$ cat src/rtl/truth_table_capture.sv
// ---- truth_table_capture : drives select lines, captures Y per value, compares against expected table
// ---- Rev 1.0
`default_nettype none

module truth_table_capture #(
   parameter int N_SEL   = 3,
   parameter int TABLE_W = 2**N_SEL,
   parameter int SETTLE  = 1
) (
   input  logic               clk,
   input  logic               rst,
   input  logic               start,
   input  logic [TABLE_W-1:0] expected,
   input  logic               y_in,
   output logic [N_SEL-1:0]   sel_out,
   output logic               busy,
   output logic               done,
   output logic [TABLE_W-1:0] table_out,
   output logic [TABLE_W-1:0] mismatch,
   output logic               pass
);

   typedef enum logic [1:0] {
      IDLE  = 2'd0,
      SWEEP = 2'd1,
      CHECK = 2'd2,
      DONE  = 2'd3
   } state_t;

   localparam logic [3:0]       C_SETTLE_LAST = 4'(SETTLE - 1);
   localparam logic [N_SEL-1:0] C_SEL_LAST    = N_SEL'(TABLE_W - 1);
   localparam logic [N_SEL-1:0] C_SEL_ONE     = N_SEL'(1);

   state_t             r_state;
   state_t             w_state_nxt;
   logic [3:0]         r_cnt;
   logic [3:0]         w_cnt_nxt;
   logic [TABLE_W-1:0] r_exp;
   logic [TABLE_W-1:0] w_exp_nxt;
   logic [TABLE_W-1:0] w_table_nxt;
   logic [TABLE_W-1:0] w_mism_nxt;
   logic [N_SEL-1:0]   w_sel_nxt;
   logic               w_busy_nxt;
   logic               w_done_nxt;
   logic               w_pass_nxt;

   always_ff @(posedge clk) begin
      if (rst) begin
         r_state   <= IDLE;
         r_cnt     <= 4'd0;
         r_exp     <= '0;
         sel_out   <= '0;
         busy      <= 1'b0;
         done      <= 1'b0;
         table_out <= '0;
         mismatch  <= '0;
         pass      <= 1'b0;
      end else begin
         r_state   <= w_state_nxt;
         r_cnt     <= w_cnt_nxt;
         r_exp     <= w_exp_nxt;
         sel_out   <= w_sel_nxt;
         busy      <= w_busy_nxt;
         done      <= w_done_nxt;
         table_out <= w_table_nxt;
         mismatch  <= w_mism_nxt;
         pass      <= w_pass_nxt;
      end
   end

   always_comb begin
      w_state_nxt = r_state;
      w_cnt_nxt   = r_cnt;
      w_exp_nxt   = r_exp;
      w_sel_nxt   = sel_out;
      w_busy_nxt  = busy;
      w_done_nxt  = done;
      w_table_nxt = table_out;
      w_mism_nxt  = mismatch;
      w_pass_nxt  = pass;

      case (r_state)
         IDLE, DONE: begin
            // A new sweep discards the previous verdict entirely.
            if (start) begin
               w_exp_nxt   = expected;
               w_table_nxt = '0;
               w_cnt_nxt   = 4'd0;
               w_sel_nxt   = '0;
               w_busy_nxt  = 1'b1;
               w_done_nxt  = 1'b0;
               w_mism_nxt  = '0;
               w_pass_nxt  = 1'b0;
               w_state_nxt = SWEEP;
            end
         end
         SWEEP: begin
            if (r_cnt == C_SETTLE_LAST) begin
               w_table_nxt[sel_out] = y_in;
               w_cnt_nxt            = 4'd0;
               if (sel_out == C_SEL_LAST) begin
                  w_state_nxt = CHECK;
               end else begin
                  w_sel_nxt = sel_out + C_SEL_ONE;
               end
            end else begin
               w_cnt_nxt = r_cnt + 4'd1;
            end
         end
         CHECK: begin
            w_mism_nxt  = table_out ^ r_exp;
            w_pass_nxt  = (table_out == r_exp);
            w_done_nxt  = 1'b1;
            w_busy_nxt  = 1'b0;
            w_sel_nxt   = '0;
            w_state_nxt = DONE;
         end
         default: begin
            w_state_nxt = IDLE;
         end
      endcase
   end

endmodule

`default_nettype wire

$ cat config.mk
export PLATFORM = sky130hd
export DESIGN_NAME = truth_table_capture
export DESIGN_NICKNAME = d
export VERILOG_FILES = /design/src/rtl/truth_table_capture.sv
export SDC_FILE = /design/constraint.sdc
export NUM_CORES = 1
export LEC_CHECK = 0
export ABC_AREA = 1
export CORE_MARGIN = 2
export CORE_UTILIZATION = 30
export DETAILED_ROUTE_END_ITERATION = 8
export GPL_TIMING_DRIVEN = 0
export PLACE_DENSITY = 0.53
export SETUP_SLACK_MARGIN = 0.1
export SYNTH_ARGS = -nofsm -noshare
export SYNTH_HDL_FRONTEND = slang
export SYNTH_SLANG_ARGS = --single-unit
export TNS_END_PERCENT = 20
$ cat constraint.sdc
create_clock -name clk -period 1.6 [get_ports clk]
set_input_delay 0.32 -clock clk [delete_from_list [all_inputs] [get_ports clk]]
set_output_delay 0.32 -clock clk [all_outputs]
set_load 0.01 [all_outputs]
======== Word level (Yosys, flattened, before mapping) ========
Index checks and enable logic that the tools add are counted.
cells by class
  $add $sub $neg .......................... 2
  magnitude comparators ................... 2
  equality and inequality tests ........... 9
  multiplexer cells ....................... 23
  bitwise logic cells ..................... 1
  reduce and logical (&&, ||, !) cells .... 12
operators by type and width
  kind                                                                count
  case mux 8 bit (2 select lines)                                     2
  two-way mux 8 bit                                                   2
  two-way mux 3 bit                                                   3
  case mux 3 bit (3 select lines)                                     1
  AND reduction 3 bit                                                 3
  bitwise mux 8 bit                                                   1
  equality test 8 bit                                                 1
  two-way mux 4 bit                                                   2
  != test 2 bit (second input constant)                               4
  case mux 4 bit (2 select lines)                                     1
  bitwise XOR 8 bit                                                   1
  two-way mux 2 bit                                                   3
  case mux 1 bit (2 select lines)                                     3
  case mux 2 bit (3 select lines)                                     1
  AND reduction 2 bit                                                 3
  adder 4 x 1 -> 4 bit (second input constant)                        1
  equality test 2 bit (second input constant)                         2
  zero test 4 bit                                                     1
  less-than comparator 3 x 4 -> 1 bit (second input constant)         1
  nonzero test 2 bit                                                  2
  adder 3 x 1 -> 3 bit (second input constant)                        1
  demux 1 bit (select 3 bit)                                          1
  equality test 3 bit (second input constant)                         1
  greater-or-equal comparator 3 x 1 -> 1 bit (second input constant)  1
  other kinds (5)                                                     7
word-level totals
  register bits ........................... 36
  input port bits ......................... 12
  output and inout port bits .............. 22
  logic and storage cells ................. 58

======== Logic depth before layout (Yosys ltp) ========
  depth in word-level cells ............... 7
  mapped depth ............................ 9
  depth with buffers taken out ............ 8

======== Worst setup path after synthesis ========
Ideal clock, no wire load.
  kind .................................... register to register
  from .................................... reg r_state[0]
  to ...................................... reg table_out[0]
  setup time .............................. 0.132 ns
  data arrival time ....................... 1.353 ns
  path slack .............................. 0.115 ns
  cell stages (with the launch flop) ...... 9
  buffers on the path ..................... 2
  clock period less this slack ............ 1.485 ns
  cells stage by stage .................... dfxtp_1 > inv_1 > ha_1 > buf_4 > o21ai_4 > buf_6 > nand3_1 > nand2_1 > a21oi_1
between the ends
  word-level cells in the longest chain between the ends .. 4
  elaborated cells between the ends (all ways) .. 9
  those cells by class .................... 4 x eq/ne; 1 x mux; 4 x reduce/logical
ends and longest elaborated chain
  element                                                        RTL line  RTL
  from (decl)                                                    34        state_t r_state;
  from (signal assigned)                                         59        r_state <= w_state_nxt;
  equality test 2 bit or zero test 2 bit (tied branches)         82        case (r_state)
  OR reduction 2 bit                                             82
  != test 2 bit (no line) or nonzero test 2 bit (tied branches)  n/a
  AND reduction 3 bit (no line)                                  n/a
  to (signal assigned)                                           65        table_out <= w_table_nxt;
  to (decl)                                                      18        output logic [TABLE_W-1:0] table_out,
Parallel ways exist; a longest one is shown, timed or not.
A chain may end at the register's enable or synchronous reset.

======== Worst setup path after layout ========
  from .................................... reg table_out[4]
  to ...................................... out table_out[4]
No word-level cell between the ends.

==> reports/qor.yml <==
run:
  maxCapViolations: 0
pwr:
  sw_frac_of_total_pct: 40.6
  power_density_nw_per_um2: 1580
  leakage_nw: 1.44
  irDropWorstVdd_v: 0.000946
  pwr-share-seq_pct: 29.3
  p_sw_mw: 1.66
  internal-power_mw: 2.43
  p_comb_share_pct: 50.8
  power_mw: 4.09
  clkPwrFrac_pct: 19.9
route:
  drc_errors: 0
  drt_wl_total_um: 4700
  wl_per_cell_um: 12.3
  ant_nets: 0
  route.vias.total: 1757
  avgViaCountPerCell: 4.61
  drtPass1Iterations: 4
  drt_iter0_markers: 46
clocking:
  cts_tree: "built"
  clock-sinks: 36
  clk_path_buf_depth: 2
  h-tree-depth: 2
  insertion_delay_ns: 0.29
  numCtsBuffers: 5
  ctsRootBufferMaster: "clkbuf_8"
  hold_buffers: 0
  clk_pin_slew_ns: 0.08
placement:
  dpl.hpwl_um: 3390
  dpl.cell_count: 365
  portBuffers: 33
  place_area_sq_um: 2250
  gp_congestion: 0.821
logic_synthesis:
  syn_area_sq_um: 1820
  syn_area_per_cell_sq_um: 7.09
  syn_inst: 257
  ys_warn_count: 0
  synth-seq-area-share_pct: 39.6
  yosys.cell_types.count: 26
  ys_ff_latch: 36
  synth_fp_nets: 276
global_route:
  overflow: 0
  grt_pass1_vias: 1583
  grt_pass1_wl_um: 7580
  antenna_found_initial: 0
  grt_use_total_pct: 15.2
  grt_max_degree: 12
layout:
  area_growth_pct: 42.2
  drive_gt1_share_pct: 18.0
  fin_nets: 324
  antennaDiodeCount: 0
  fin_util_pct: 44.0
  final_cells: 381
  final_cell_area_sq_um: 2590
timing:
  worst_pin_slew_ns: 0.628
  finalSetupViolations: 0
  skew_ns: 0.00371
  hold_violations: 0
  fin_crit_ns: 1.53
  fmax_mhz: 654
  rsz0062_at_grt: "yes"
  relSlewSlack_pct: 58.1
  maxSlewViolCount: 0
  fin_crit_sh_pct: 95.6
die:
  rows: 28
  die_h_um: 81.9
  die_w_um: 81.9
  core_sq_um: 5890
  dieArea_sq_um: 6710
  io_pins: 34
  initial_utilization_pct: 31.0
setup_path:
  cp_top_family: "buffers and inverters"
  arrival_ns: 1.21
  cp_slowest_cell: "clkdlybuf4s50_1"
  start_kind: "flop"
  criticalPathCategory: "reg -> out"
  worstPathRequired_ns: 1.28
  cp_max_fo: 4
  endpoint_kind: "output pin"
  critPathBufInv: 1
  max_stage_delay_ns: 0.55
  path_cells: "clkdlybuf4s50_1"
hold_path:
  hold_path_class: "reg -> reg"
outcome:
  status: "completed"
[power by group through the flow]
| stage | Clock, mW | Sequential [mW] | Combinational (mW) |
|---|---|---|---|
| 4_1_cts | 0.832 | 1.20 | 1.71 |
| 2_1_floorplan | 0 | 1.20 | 1.17 |
| 3_3_place_gp | 0 | 1.20 | 1.64 |
| 6_report | 0.816 | 1.20 | 2.08 |
| 5_1_grt | 0.875 | 1.23 | 2.33 |
| 3_5_place_dp | 0 | 1.21 | 1.64 |
[logic make-up after synthesis]
kind of cell,after synthesis,share of synthesized area (%)
flip-flops,36,39.6
AO/OA/AOI/OAI,47,14.3
AND/OR/NAND/NOR,121,29.5
buffers and inverters,42,9.96
adder cells (fa/ha/maj),7,4.81
XOR/XNOR,4,1.92
[registers in the layout, indices dropped and copies added (netlist names)]
register / count
r_cnt: 4
table_out: 8
done: 1
pass: 1
mismatch: 8
r_state: 2
busy: 1
r_exp: 8
sel_out: 3
[worst paths after layout]
check / start / slack (ns) / end / cells after the start
worst max-delay path: table_out[4] / 0.07 / table_out[4] / 1
worst min-delay path: mismatch[2] / 0.46 / mismatch[2] / 2
worst min register to register: mismatch[2] / 0.46 / mismatch[2] / 2
worst max register to register: r_state[0] / 0.08 / table_out[0] / 8
[Yosys cell counts (all sizes together)]
library cell / number / share of area (%)
nor2: 16 / 3.3
nand3: 28 / 8.0
ha: 7 / 4.8
dfxtp: 36 / 40
buf: 5 / 2.3
clkinv: 1 / 0.21
or2: 1 / 0.34
o21a: 1 / 0.41
xor2: 4 / 1.9
clkbuf: 4 / 0.82
nand4: 6 / 2.1
o21ai: 13 / 4.6
nand2: 68 / 15
inv: 32 / 6.6
nor3: 2 / 0.82
a21oi: 33 / 9.3
[metrics by stage]
stage / TNS, ns / hold WS [ns] / setup slack (ns)
after CTS: 0 / 0.469 / 0.0127
after global routing: 0 / 0.493 / 0.0168
after detailed placement: -3.38 / 0.457 / -0.171
after global placement: -3.11 / 0.454 / -0.167
final: 0 / 0.463 / 0.0704
after floorplan: 0 / 0.390 / 0.115
[cell usage in the layout (no fill, tap or decap), drive strengths merged, types with 2 or more instances in the layout]
master / count
a21oi: 33
buf: 14
clkbuf: 9
clkdlybuf4s50: 11
clkinv: 2
dfxtp: 36
dlymetal6s2s: 21
ha: 7
inv: 32
nand2: 68
nand3: 28
nand4: 6
nor2: 16
nor3: 2
o21ai: 13
xor2: 4
[layer usage]
metal | track usage, % | up-vias | share of wire [%]
met1 | 20.1 | 790 | 47
met2 | 23.4 | 31 | 46
met5 | 0 | - | 0
met3 | 3.96 | 8 | 4.0
li1 | - | 928 | -
met4 | 6.50 | 0 | 2.3
[timing repair]
| item | 4_1_cts | 5_1_grt |
|---|---|---|
| gates cloned | 0 | 1 |
| setup endpoints to repair | 37 | 53 |
| buffers inserted | 1 | 6 |
| pin swaps | 1 | 11 |
| resized for setup | 10 | 54 |
[worst reg2reg max path: cells and delay by family (launching register included)]
kind / cells / cell delay [ns]
buf+inv: 3 / 0.37
flops: 1 / 0.35
compound gates: 2 / 0.31
fa+ha+maj: 1 / 0.22
simple gates: 2 / 0.14
[layout make-up]
class                   count  area, sq um
plain buffers               9         72.6
clock buffers               6         72.6
clock inverters             2         35.0
fillers                   604         3290
inverters                  33          129
multi-input cells         179         1010
flip-flops and latches     36          736
well taps                  75         93.8
repair buffers             41          445
(Power assumes the default switching activity.)
